[src/rtl/sram_mbist_pkg.sv]
// sram_mbist shared types: FSM states, March C- element table, background helper.
package sram_mbist_pkg;

   localparam logic [1:0] S_IDLE  = 2'd0;
   localparam logic [1:0] S_RUN   = 2'd1;
   localparam logic [1:0] S_DRAIN = 2'd2;
   localparam logic [1:0] S_DONE  = 2'd3;

   localparam logic [2:0] E_W0     = 3'd0;
   localparam logic [2:0] E_UP_R0  = 3'd1;
   localparam logic [2:0] E_UP_R1  = 3'd2;
   localparam logic [2:0] E_DN_R0  = 3'd3;
   localparam logic [2:0] E_DN_R1  = 3'd4;
   localparam logic [2:0] E_R0     = 3'd5;
   localparam logic [2:0] E_LAST   = E_R0;

   // rd: first op at an address is a read; pair: read then write
   typedef struct packed {
      logic down;
      logic pair;
      logic rd;
      logic rd_val;
      logic wr_val;
   } elem_t;

   localparam elem_t ELEM_TBL [8] = '{
      elem_t'(5'b00000),
      elem_t'(5'b01101),
      elem_t'(5'b01110),
      elem_t'(5'b11101),
      elem_t'(5'b11110),
      elem_t'(5'b00100),
      elem_t'(5'b00000),
      elem_t'(5'b00000)
   };

   // Background bit: solid pass is all zeros, checkerboard
   // pass is 0xAAAA.. on odd addresses and 0x5555.. on even.
   function automatic logic bg_bit(
      input logic pass,
      input logic addr0,
      input logic bit_odd
   );
      return pass & (addr0 ~^ bit_odd);
   endfunction

endpackage

[src/rtl/sram_mbist_cmp.sv]
// sram_mbist read-data checker: expectation delay line,
// comparator and first-fail capture.
module sram_mbist_cmp #(
   parameter int AW = 9,
   parameter int DW = 16,
   parameter int RL = 1
) (
   input  logic          i_clk,
   input  logic          i_rstn,
   input  logic          i_clr,
   input  logic          i_push,
   input  logic [DW-1:0] i_exp,
   input  logic [AW-1:0] i_addr,
   input  logic [3:0]    i_elem,
   input  logic [DW-1:0] i_q,
   output logic          o_fail,
   output logic [AW-1:0] o_fail_addr,
   output logic [3:0]    o_fail_elem
);

   localparam int PW = DW + AW + 4;

   logic [RL-1:0]         r_vld;
   logic [RL-1:0][PW-1:0] r_pipe;
   logic                  r_fail;
   logic [AW-1:0]         r_fail_addr;
   logic [3:0]            r_fail_elem;

   logic [PW-1:0] w_tail;
   logic [DW-1:0] w_t_exp;
   logic [AW-1:0] w_t_addr;
   logic [3:0]    w_t_elem;
   logic          w_mis;

   assign w_tail   = r_pipe[RL-1];
   assign w_t_exp  = w_tail[PW-1 -: DW];
   assign w_t_addr = w_tail[4 +: AW];
   assign w_t_elem = w_tail[3:0];
   assign w_mis    = r_vld[RL-1] & (i_q != w_t_exp);

   always_ff @(posedge i_clk or negedge i_rstn) begin
      if (!i_rstn) begin
         r_vld  <= '0;
         r_pipe <= '0;
      end else begin
         r_vld[0]  <= i_push;
         r_pipe[0] <= {i_exp, i_addr, i_elem};
         for (int i = 1; i < RL; i++) begin
            r_vld[i]  <= r_vld[i-1];
            r_pipe[i] <= r_pipe[i-1];
         end
      end
   end

   always_ff @(posedge i_clk or negedge i_rstn) begin
      if (!i_rstn) begin
         r_fail      <= 1'b0;
         r_fail_addr <= '0;
         r_fail_elem <= '0;
      end else if (i_clr) begin
         r_fail      <= 1'b0;
         r_fail_addr <= '0;
         r_fail_elem <= '0;
      end else if (w_mis) begin
         r_fail <= 1'b1;
         if (!r_fail) begin
            r_fail_addr <= w_t_addr;
            r_fail_elem <= w_t_elem;
         end
      end
   end

   assign o_fail      = r_fail;
   assign o_fail_addr = r_fail_addr;
   assign o_fail_elem = r_fail_elem;

endmodule

[src/rtl/sram_mbist.sv]
// March C- BIST sequencer for one SRAM macro.
// Define SRAM_MBIST_CKBD_EN to add a checkerboard pass.
module sram_mbist
   import sram_mbist_pkg::*;
#(
   parameter int ADDR_BIT_COUNT = 9,
   parameter int WORDS          = 512,
   parameter int DATA_WIDTH     = 16,
   parameter int READ_LATENCY   = 1
) (
   input  logic                      CLK,
   input  logic                      RSTN,
   input  logic                      START,
   output logic                      BUSY,
   output logic                      DONE,
   output logic                      FAIL,
   output logic [ADDR_BIT_COUNT-1:0] FAIL_ADDR,
   output logic [3:0]                FAIL_ELEM,
   output logic                      CE,
   output logic                      WE,
   output logic [ADDR_BIT_COUNT-1:0] ADDR,
   output logic [DATA_WIDTH-1:0]     D,
   input  logic [DATA_WIDTH-1:0]     Q
);

   localparam int AW = ADDR_BIT_COUNT;
   localparam int DW = DATA_WIDTH;
   localparam int CW = (READ_LATENCY > 1) ? $clog2(READ_LATENCY) : 1;
   localparam logic [AW-1:0] LAST = AW'(WORDS - 1);
   localparam logic [AW-1:0] ONE  = AW'(1);

   function automatic logic [DW-1:0] pat(
      input logic v,
      input logic p,
      input logic a0
   );
      logic [DW-1:0] r;
      for (int i = 0; i < DW; i++) r[i] = v ^ bg_bit(p, a0, i[0]);
      return r;
   endfunction

   logic [1:0]    r_state;
   logic [2:0]    r_elem;
   logic          r_op;
   logic [CW-1:0] r_cnt;
   logic          r_ce;
   logic          r_we;
   logic [AW-1:0] r_addr;
   logic [DW-1:0] r_d;
   logic          r_busy;
   logic          r_done;

   logic          w_start;
   logic          w_pass;
   logic          w_step_done;
   logic          w_addr_end;
   logic          w_wrap;
   logic          w_last_op;
   logic          w_push;
   logic [DW-1:0] w_exp;
   logic [2:0]    w_n_elem;
   logic          w_n_op;
   logic [AW-1:0] w_n_addr;
   logic          w_n_pass;
   logic          w_n_we;
   logic [DW-1:0] w_n_d;

   assign w_start = START & ((r_state == S_IDLE) | (r_state == S_DONE));

   assign w_step_done = ~ELEM_TBL[r_elem].pair | r_op;
   assign w_addr_end  = ELEM_TBL[r_elem].down ? (r_addr == '0)
                                              : (r_addr == LAST);
   assign w_wrap = w_step_done & w_addr_end & (r_elem == E_LAST);

`ifdef SRAM_MBIST_CKBD_EN
   logic r_pass;

   always_ff @(posedge CLK or negedge RSTN) begin
      if (!RSTN)
         r_pass <= 1'b0;
      else if (w_start)
         r_pass <= 1'b0;
      else if (r_state == S_RUN && w_wrap)
         r_pass <= 1'b1;
   end

   assign w_pass    = r_pass;
   assign w_last_op = w_wrap & r_pass;
`else
   assign w_pass    = 1'b0;
   assign w_last_op = w_wrap;
`endif

   assign w_n_pass = w_pass | w_wrap;

   always_comb begin
      w_n_elem = r_elem;
      w_n_op   = 1'b0;
      w_n_addr = r_addr;
      if (!w_step_done) begin
         w_n_op = 1'b1;
      end else if (!w_addr_end) begin
         w_n_addr = ELEM_TBL[r_elem].down ? r_addr - ONE
                                          : r_addr + ONE;
      end else if (r_elem == E_LAST) begin
         w_n_elem = E_W0;
         w_n_addr = '0;
      end else begin
         w_n_elem = r_elem + 3'd1;
         w_n_addr = ELEM_TBL[r_elem + 3'd1].down ? LAST : '0;
      end
   end

   assign w_n_we = ~(ELEM_TBL[w_n_elem].rd & ~w_n_op);
   assign w_n_d  = pat(ELEM_TBL[w_n_elem].wr_val, w_n_pass,
                       w_n_addr[0]);

   assign w_push = r_ce & ~r_we;
   assign w_exp  = pat(ELEM_TBL[r_elem].rd_val, w_pass, r_addr[0]);

   always_ff @(posedge CLK or negedge RSTN) begin
      if (!RSTN) begin
         r_state <= S_IDLE;
         r_elem  <= E_W0;
         r_op    <= 1'b0;
         r_cnt   <= '0;
         r_ce    <= 1'b0;
         r_we    <= 1'b0;
         r_addr  <= '0;
         r_d     <= '0;
         r_busy  <= 1'b0;
         r_done  <= 1'b0;
      end else begin
         unique case (r_state)
            S_IDLE, S_DONE: begin
               if (START) begin
                  r_state <= S_RUN;
                  r_elem  <= E_W0;
                  r_op    <= 1'b0;
                  r_ce    <= 1'b1;
                  r_we    <= 1'b1;
                  r_addr  <= '0;
                  r_d     <= '0;
                  r_busy  <= 1'b1;
                  r_done  <= 1'b0;
               end
            end
            S_RUN: begin
               if (w_last_op) begin
                  r_state <= S_DRAIN;
                  r_ce    <= 1'b0;
                  r_we    <= 1'b0;
                  r_cnt   <= '0;
               end else begin
                  r_elem <= w_n_elem;
                  r_op   <= w_n_op;
                  r_addr <= w_n_addr;
                  r_we   <= w_n_we;
                  r_d    <= w_n_d;
               end
            end
            S_DRAIN: begin
               // wait for the last read to reach the comparator
               if (r_cnt == CW'(READ_LATENCY - 1)) begin
                  r_state <= S_DONE;
                  r_busy  <= 1'b0;
                  r_done  <= 1'b1;
               end else begin
                  r_cnt <= r_cnt + CW'(1);
               end
            end
            default: r_state <= S_IDLE;
         endcase
      end
   end

   sram_mbist_cmp #(
      .AW (AW),
      .DW (DW),
      .RL (READ_LATENCY)
   ) u_cmp (
      .i_clk       (CLK),
      .i_rstn      (RSTN),
      .i_clr       (w_start),
      .i_push      (w_push),
      .i_exp       (w_exp),
      .i_addr      (r_addr),
      .i_elem      ({w_pass, r_elem}),
      .i_q         (Q),
      .o_fail      (FAIL),
      .o_fail_addr (FAIL_ADDR),
      .o_fail_elem (FAIL_ELEM)
   );

   assign BUSY = r_busy;
   assign DONE = r_done;
   assign CE   = r_ce;
   assign WE   = r_we;
   assign ADDR = r_addr;
   assign D    = r_d;

endmodule
[config.mk]
export PLATFORM = sky130hd
export DESIGN_NAME = sram_mbist
export DESIGN_NICKNAME = d
export VERILOG_FILES = /design/src/rtl/sram_mbist_pkg.sv /design/src/rtl/sram_mbist_cmp.sv /design/src/rtl/sram_mbist.sv
export SDC_FILE = /design/constraint.sdc
export NUM_CORES = 1
export LEC_CHECK = 0
export ABC_AREA = 1
export CORE_UTILIZATION = 50
export DETAILED_ROUTE_END_ITERATION = 6
export PLACE_DENSITY = 0.77
export SETUP_SLACK_MARGIN = 0.5
export SKIP_CTS_REPAIR_TIMING = 1
export SLEW_MARGIN = 30
export SYNTH_ARGS = -nofsm -noshare
export SYNTH_HDL_FRONTEND = slang
export SYNTH_SLANG_ARGS = --single-unit
[constraint.sdc]
create_clock -name CLK -period 2.51 [get_ports CLK]
set_input_delay 0.3765 -clock CLK [delete_from_list [all_inputs] [get_ports CLK]]
set_output_delay 0.3765 -clock CLK [all_outputs]
set_load 0.01 [all_outputs]
==> results of run 1 <==
-- metal layers --
layer / wire length, microns / vias up / part of all wire
li1: - / 1201 / -
met3: 355 / 2 / 0.058
met1: 2747 / 1120 / 0.45
met2: 3028 / 73 / 0.49
met4: 41 / 0 / 0.0066
met5: 0 / - / 0
-- power breakdown --
part	switching (uW)	internal, uW
logic	673	505
clock network	270	401
registers	101	890
-- per-stage QoR --
stage	hold slack [ns]	instances	instance area (sq um)	util	power, uW
after detailed placement	0.3788	446	3283	0.6388	1979
after global placement	0.3767	446	3283	0.6388	1956
final	0.02315	475	3762	0.7320	2839
after CTS	0.04164	454	3421	0.6655	2659
after floorplan	0.08091	332	2703	-	1598
after global routing	0.03746	475	3762	0.7320	3004
-- kinds of logic after synthesis --
logic type	after synthesis	synth area share
adders and majority gates	12	0.05882
buffers and inverters	50	0.09524
other	1	0.001399
xor gates and xnor gates	5	0.01634
DFF	48	0.4482
and+or+nand+nor	184	0.3170
AOI/OAI and AO/OA	32	0.06303
-- worst min-delay path by stage --
stage               start             endpoint  slack [ns]  cells after the start
detailed placement   RSTN  ADDR[5]$_DFFE_PN0P_        0.38                      2
floorplan            RSTN  ADDR[0]$_DFFE_PN0P_        0.08                      0
CTS                  RSTN  ADDR[5]$_DFFE_PN0P_        0.04                      2
finish               RSTN  ADDR[7]$_DFFE_PN0P_        0.02                      2
global route         RSTN  ADDR[6]$_DFFE_PN0P_        0.04                      2
global placement     RSTN  ADDR[7]$_DFFE_PN0P_        0.38                      2
-- cell usage in the layout, fill, tap and decap left out, drive strengths merged --
cell type      count
a21oi             12
a31o               1
buf               25
bufinv             2
clkbuf             5
clkdlybuf4s50     59
conb               1
dfrtp             48
fa                 1
ha                11
inv               32
nand2            117
nand3             35
nand4              6
nor2              20
nor3               5
nor4               1
o21ai             18
o22ai              1
xnor2              3
xor2               2
-- layout make-up --
| type | instances | area share |
|---|---|---|
| tap | 70 | 0.02328 |
| inverter | 31 | 0.03492 |
| timing repair buffer | 84 | 0.2172 |
| clock inverter | 3 | 0.01829 |
| sequential | 48 | 0.3203 |
| multi-input combinational | 234 | 0.3678 |
| clock buffer | 5 | 0.01829 |
-- flip-flops by register name (all words and copies together) (netlist names), 2 cells and up --
signal and cells:
u_cmp.r_pipe 13, ADDR 9, u_cmp.o_fail_addr 9, r_elem 3, u_cmp.o_fail_elem 3, D 2
r_state 2
==> results.yml, run 1 <==
run_status:
  run_status: "finished, final reports clean"
logic_synthesis:
  yosys.area.top_type: "dfrtp_1"
  syn_nets: 363
  synth.cells.most_frequent: "nand2_1 (107), dfrtp_1 (48), nand3_1 (31), inv_1 (28), nor2_1 (18)"
  synth_seq_cells: 48
  ys_types: 31
  synth_flop_cell: "dfrtp_1"
  synth_enable_flop_cells: 0
  ys_warn_count: 0
  synth_top_area_frac: 0.4482
  ys_seq_area_frac: 0.4482
  syn_area_sq_um: 2680
  synthArstFlopShare: 1.000
  yosysMostFrequentCell: "nand2_1"
  synth_area_leaders: "dfrtp_1 (45%), nand2_1 (15%), nand3_1 (5.8%)"
  avgSynthCellArea_sq_um: 8.073
  synthCells: 332
global_routing:
  grt_pass1_wl_microns: 8514
  gr-max-usage-layer: "met2"
  use_met2: 0.3163
  grt_util_all_layers: 0.1999
  overflow: 0
  grt_max_degree: 49
  grtUsageMet1: 0.2855
  met3_usage: 0.03481
  grt_pass1_vias: 1849
  antenna_found_initial: 0
setup_path:
  arrival_ns: 2.34
  reg2reg_to: "ADDR[8]$_DFFE_PN0P_"
  crit_start: "r_elem[0]$_DFFE_PN0P_"
  path_depth: 14
  reg2reg_depth: 14
  worstPathRequired_ns: 2.72
  crit_slowest_cell: "dfrtp_2"
  crit_chain: "buf_12, o21ai_4, nand2_4, fa_2, o21ai_2, nand2_1, nand2_1, nand2_1, nand2_2, nand2_2, nand3_2, nand2_2, o21ai_2, nand2_1"
  setup.worst_path.class: "reg -> reg"
  cp_slowest_stage_delay_ns: 0.47
  cp-endpoint: "ADDR[8]$_DFFE_PN0P_"
  cp-start-kind: "register"
  path_delay_family: "simple AND/OR/NAND/NOR gates"
  cp_num_buf_inv: 1
  timing.rr.start: "r_elem[0]$_DFFE_PN0P_"
  reg2reg_slack_ns: 0.38
  crit_path_end_kind: "register"
  cp_max_fo: 5
  path_common_cell: "nand2_1"
min_path:
  hp-class: "in -> async"
layout:
  drive_above_1_share: 0.2099
  multi_input_area_sq_um: 1384
  ff_latch_area_sq_um: 1205
  antenna_cells: 0
  nFillCells: 402
  final_nets: 435
  areaGrowthSynthToFinish_pct: 40.38
drt:
  dr.first_iter.drc_count: 152
  finalWirelength_microns: 6173
  ant_nets: 0
  dr.pass1.iters: 4
  vias: 2396
  via_per_inst: 5.044
  drc: 0
  wl_per_cell_microns: 13.00
sta:
  finalWorstSetupSlack_ns: 0.3812
  setup_viol: 0
  tns_ns: 0
  skew_ns: 0.01562
  finalCriticalPeriod_ns: 2.129
  drv_slew: 0
  max_freq_mhz: 469.7
  hold_viol: 0
  finalCritPeriodShare: 0.8481
  rsz0062_at_grt: "yes"
cts:
  clock_latency_ns: 0.31
  cts_tree: "built"
  path_clk_slew_ns: 0.10
  cts_sinks: 48
  cts_root_buf: "clkbuf_8"
  cts-htree-levels: 2
  clockBufferDepth: 2
  cts_made_buffers: 5
floorplanning:
  start_util: 0.5214
  dieArea_sq_um: 5657
  io_pins: 62
  core_sq_um: 5140
  die_w_microns: 75.21
  rows: 26
  die_y_microns: 75.21
run:
  max-cap-violations: 0
place:
  io_buffers: 60
  gp_congestion: 0.8456
  dp_slack_ns: 0.2793
  dp_hpwl_microns: 4165
pwr:
  ir_worst_vdd_mv: 0.4939
  p_leak_uw: 0.001836
  powerDensity_nw_per_um2: 754.7
Note: power is estimated with default switching activity, not from simulation.
==> run 2: changes to the inputs <==
--- a/config.mk
+++ b/config.mk
@@ -6,9 +6,9 @@
 export NUM_CORES = 1
 export LEC_CHECK = 0
 export ABC_AREA = 1
-export CORE_UTILIZATION = 50
+export CORE_UTILIZATION = 45
 export DETAILED_ROUTE_END_ITERATION = 6
-export PLACE_DENSITY = 0.77
+export PLACE_DENSITY = 0.73
 export SETUP_SLACK_MARGIN = 0.5
 export SKIP_CTS_REPAIR_TIMING = 1
 export SLEW_MARGIN = 30
==> constraint.sdc (replaced) <==
create_clock -name CLK -period 1.9 [get_ports CLK]
set_input_delay 0.285 -clock CLK [delete_from_list [all_inputs] [get_ports CLK]]
set_output_delay 0.285 -clock CLK [all_outputs]
set_load 0.01 [all_outputs]
==> run 2 against run 1 <==
Compared with the run above:
- the run now ends with negative setup slack left
- routed wire length rose by 16%
- flip-flop and latch count unchanged
- global-route usage fell by 0.60 points
- critical endpoint is now ADDR[7]$_DFFE_PN0P_
==> results.yml, run 2 (synthesis results as in run 1) <==
setup_path:
  cp_max_fo: 7
  crit_path_end_kind: "register"
  reg2reg_depth: 12
  reg2reg_slack_ns: -0.10
  cp-start-kind: "register"
  worstPathRequired_ns: 2.11
  timing.rr.start: "r_elem[1]$_DFFE_PN0P_"
  setup.worst_path.class: "reg -> reg"
  reg2reg_to: "ADDR[7]$_DFFE_PN0P_"
  arrival_ns: 2.21
floorplanning:
  dieArea_sq_um: 6269
  core_sq_um: 5608
  rows: 27
  die_y_microns: 79.18
  die_w_microns: 79.18
  io_pins: 62
  start_util: 0.4779
layout:
  ff_latch_area_sq_um: 1214
  nFillCells: 398
  multi_input_area_sq_um: 1506
  largest_reg_flops: 13
  areaGrowthSynthToFinish_pct: 53.59
  final_common_cell: "nand2_1"
  layout_common_cells: "nand2_1 (94), dlymetal6s2s_1 (42), dfrtp_1 (38), buf_4 (32), inv_1 (25)"
  final_nets: 456
  drive_above_1_share: 0.3239
  stdcell_area_sq_um: 4116
  antenna_cells: 0
  top_register: "u_cmp.r_pipe"
place:
  io_buffers: 60
  placed_area_sq_um: 3481
  gp_congestion: 0.8762
  dp_hpwl_microns: 4458
  dp_slack_ns: -0.2302
sta:
  rsz0062_at_grt: "yes"
  finalCriticalPeriod_ns: 2.004
  drv_slew: 0
  hold_viol: 0
  finalCritPeriodShare: 1.055
  skew_ns: 0.005299
  max_freq_mhz: 499.1
  setup_viol: 8
  finalWorstSetupSlack_ns: -0.1037
drt:
  drc: 0
  finalWirelength_microns: 7169
  dr.pass1.iters: 4
  vias: 2517
  via_per_inst: 5.054
  dr.first_iter.drc_count: 111
  wl_per_cell_microns: 14.40
  ant_nets: 0
cts:
  cts_made_buffers: 5
  cts-htree-levels: 2
  clock_latency_ns: 0.30
  clockBufferDepth: 2
  cts_tree: "built"
  cts_sinks: 48
  path_clk_slew_ns: 0.09
  cts_root_buf: "clkbuf_8"
global_routing:
  grt_pass1_vias: 2096
  grt_util_all_layers: 0.1939
  antenna_found_initial: 0
  overflow: 0
  grt_max_degree: 49
  grt_pass1_wl_microns: 9473
run_status:
  run_status: "complete, but fails checks"
  violations: "negative setup slack"
run:
  max-cap-violations: 0
min_path:
  whs_endpoint: "u_cmp.o_fail_addr[1]$_DFFE_PN0P_"
  hp-class: "reg -> reg"
  worst_hold_startpoint: "u_cmp.r_pipe[5]$_DFF_PN0_"
  whs_path_depth: 2
pwr:
  p_leak_uw: 0.002648
  powerDensity_nw_per_um2: 933.1
  ir_worst_vdd_mv: 0.9251
## run 2: cell count changes in the layout (fill, tap and decap cells not counted), sizes merged, moves of 6 or more
| cell | change |
|---|---|
| clkbuf | +6 |
| buf | +19 |
| dlymetal6s2s | +42 |
| clkdlybuf4s50 | -48 |
## run 2: metal layers
layer,global-route usage,share of wire,routed length (microns)
met4,0.06000,0.010,74
met3,0.03103,0.041,291
met5,0,0,0
met2,0.3121,0.52,3750
met1,0.2671,0.43,3054
## run 2: power by group
group	switching, uW	internal (uW)	leakage (uW)
Sequential	124	1180	0.000634
Clock	362	397	0.0000548
Combinational	1060	718	0.00196
## run 2: how the worst max path moves through the flow
stage / startpoint / endpoint / slack [ns]
floorplan: r_elem[1]$_DFFE_PN0P_ / ADDR[8]$_DFFE_PN0P_ / -0.06
global placement: Q[8] / u_cmp.o_fail_addr[4]$_DFFE_PN0P_ / -0.15
detailed placement: Q[9] / u_cmp.o_fail_addr[4]$_DFFE_PN0P_ / -0.23
CTS: r_elem[0]$_DFFE_PN0P_ / ADDR[7]$_DFFE_PN0P_ / -0.14
global route: r_elem[1]$_DFFE_PN0P_ / ADDR[7]$_DFFE_PN0P_ / -0.23
finish: r_elem[1]$_DFFE_PN0P_ / ADDR[7]$_DFFE_PN0P_ / -0.10
## run 2: through the flow
step	power [uW]	setup TNS, ns	instances	util	hold slack, ns
after floorplan	2153	-0.06344	332	-	-0.01059
after global placement	2658	-1.726	467	0.6207	0.2832
after detailed placement	2685	-2.621	467	0.6207	0.2870
after CTS	3440	-0.4621	475	0.6412	-0.04497
after global routing	4053	-2.846	498	0.7340	0.4732
final	3841	-0.4137	498	0.7340	0.4530
## run 2: layout make-up
type	count	area share
multi-input cells	235	0.3660
flip-flops and latches	48	0.2948
repair buffers	104	0.2581
inverters	31	0.03131
well taps	72	0.02188
clock buffers	5	0.01672
clock inverters	3	0.01125
## run 2: critical path: stages (launching register included)
cell,delay [ns]
dfrtp_2,0.46
o21ai_4,0.19
nand2_4,0.10
inv_8,0.09
ha_2,0.28
a21oi_2,0.14
nand2_2,0.09
nand4_1,0.07
nand3_1,0.09
xnor2_1,0.19
nand2_1,0.07
nand2_1,0.07
nand2_1,0.04
==> run 3: changes to the inputs <==
--- a/config.mk
+++ b/config.mk
@@ -6,6 +6,7 @@
 export NUM_CORES = 1
 export LEC_CHECK = 0
 export ABC_AREA = 1
+export CAP_MARGIN = 15
 export CORE_UTILIZATION = 45
 export DETAILED_ROUTE_END_ITERATION = 6
 export PLACE_DENSITY = 0.73
==> results of run 3 <==
The final DEF is identical to that of run 2; final timing and power are the same.
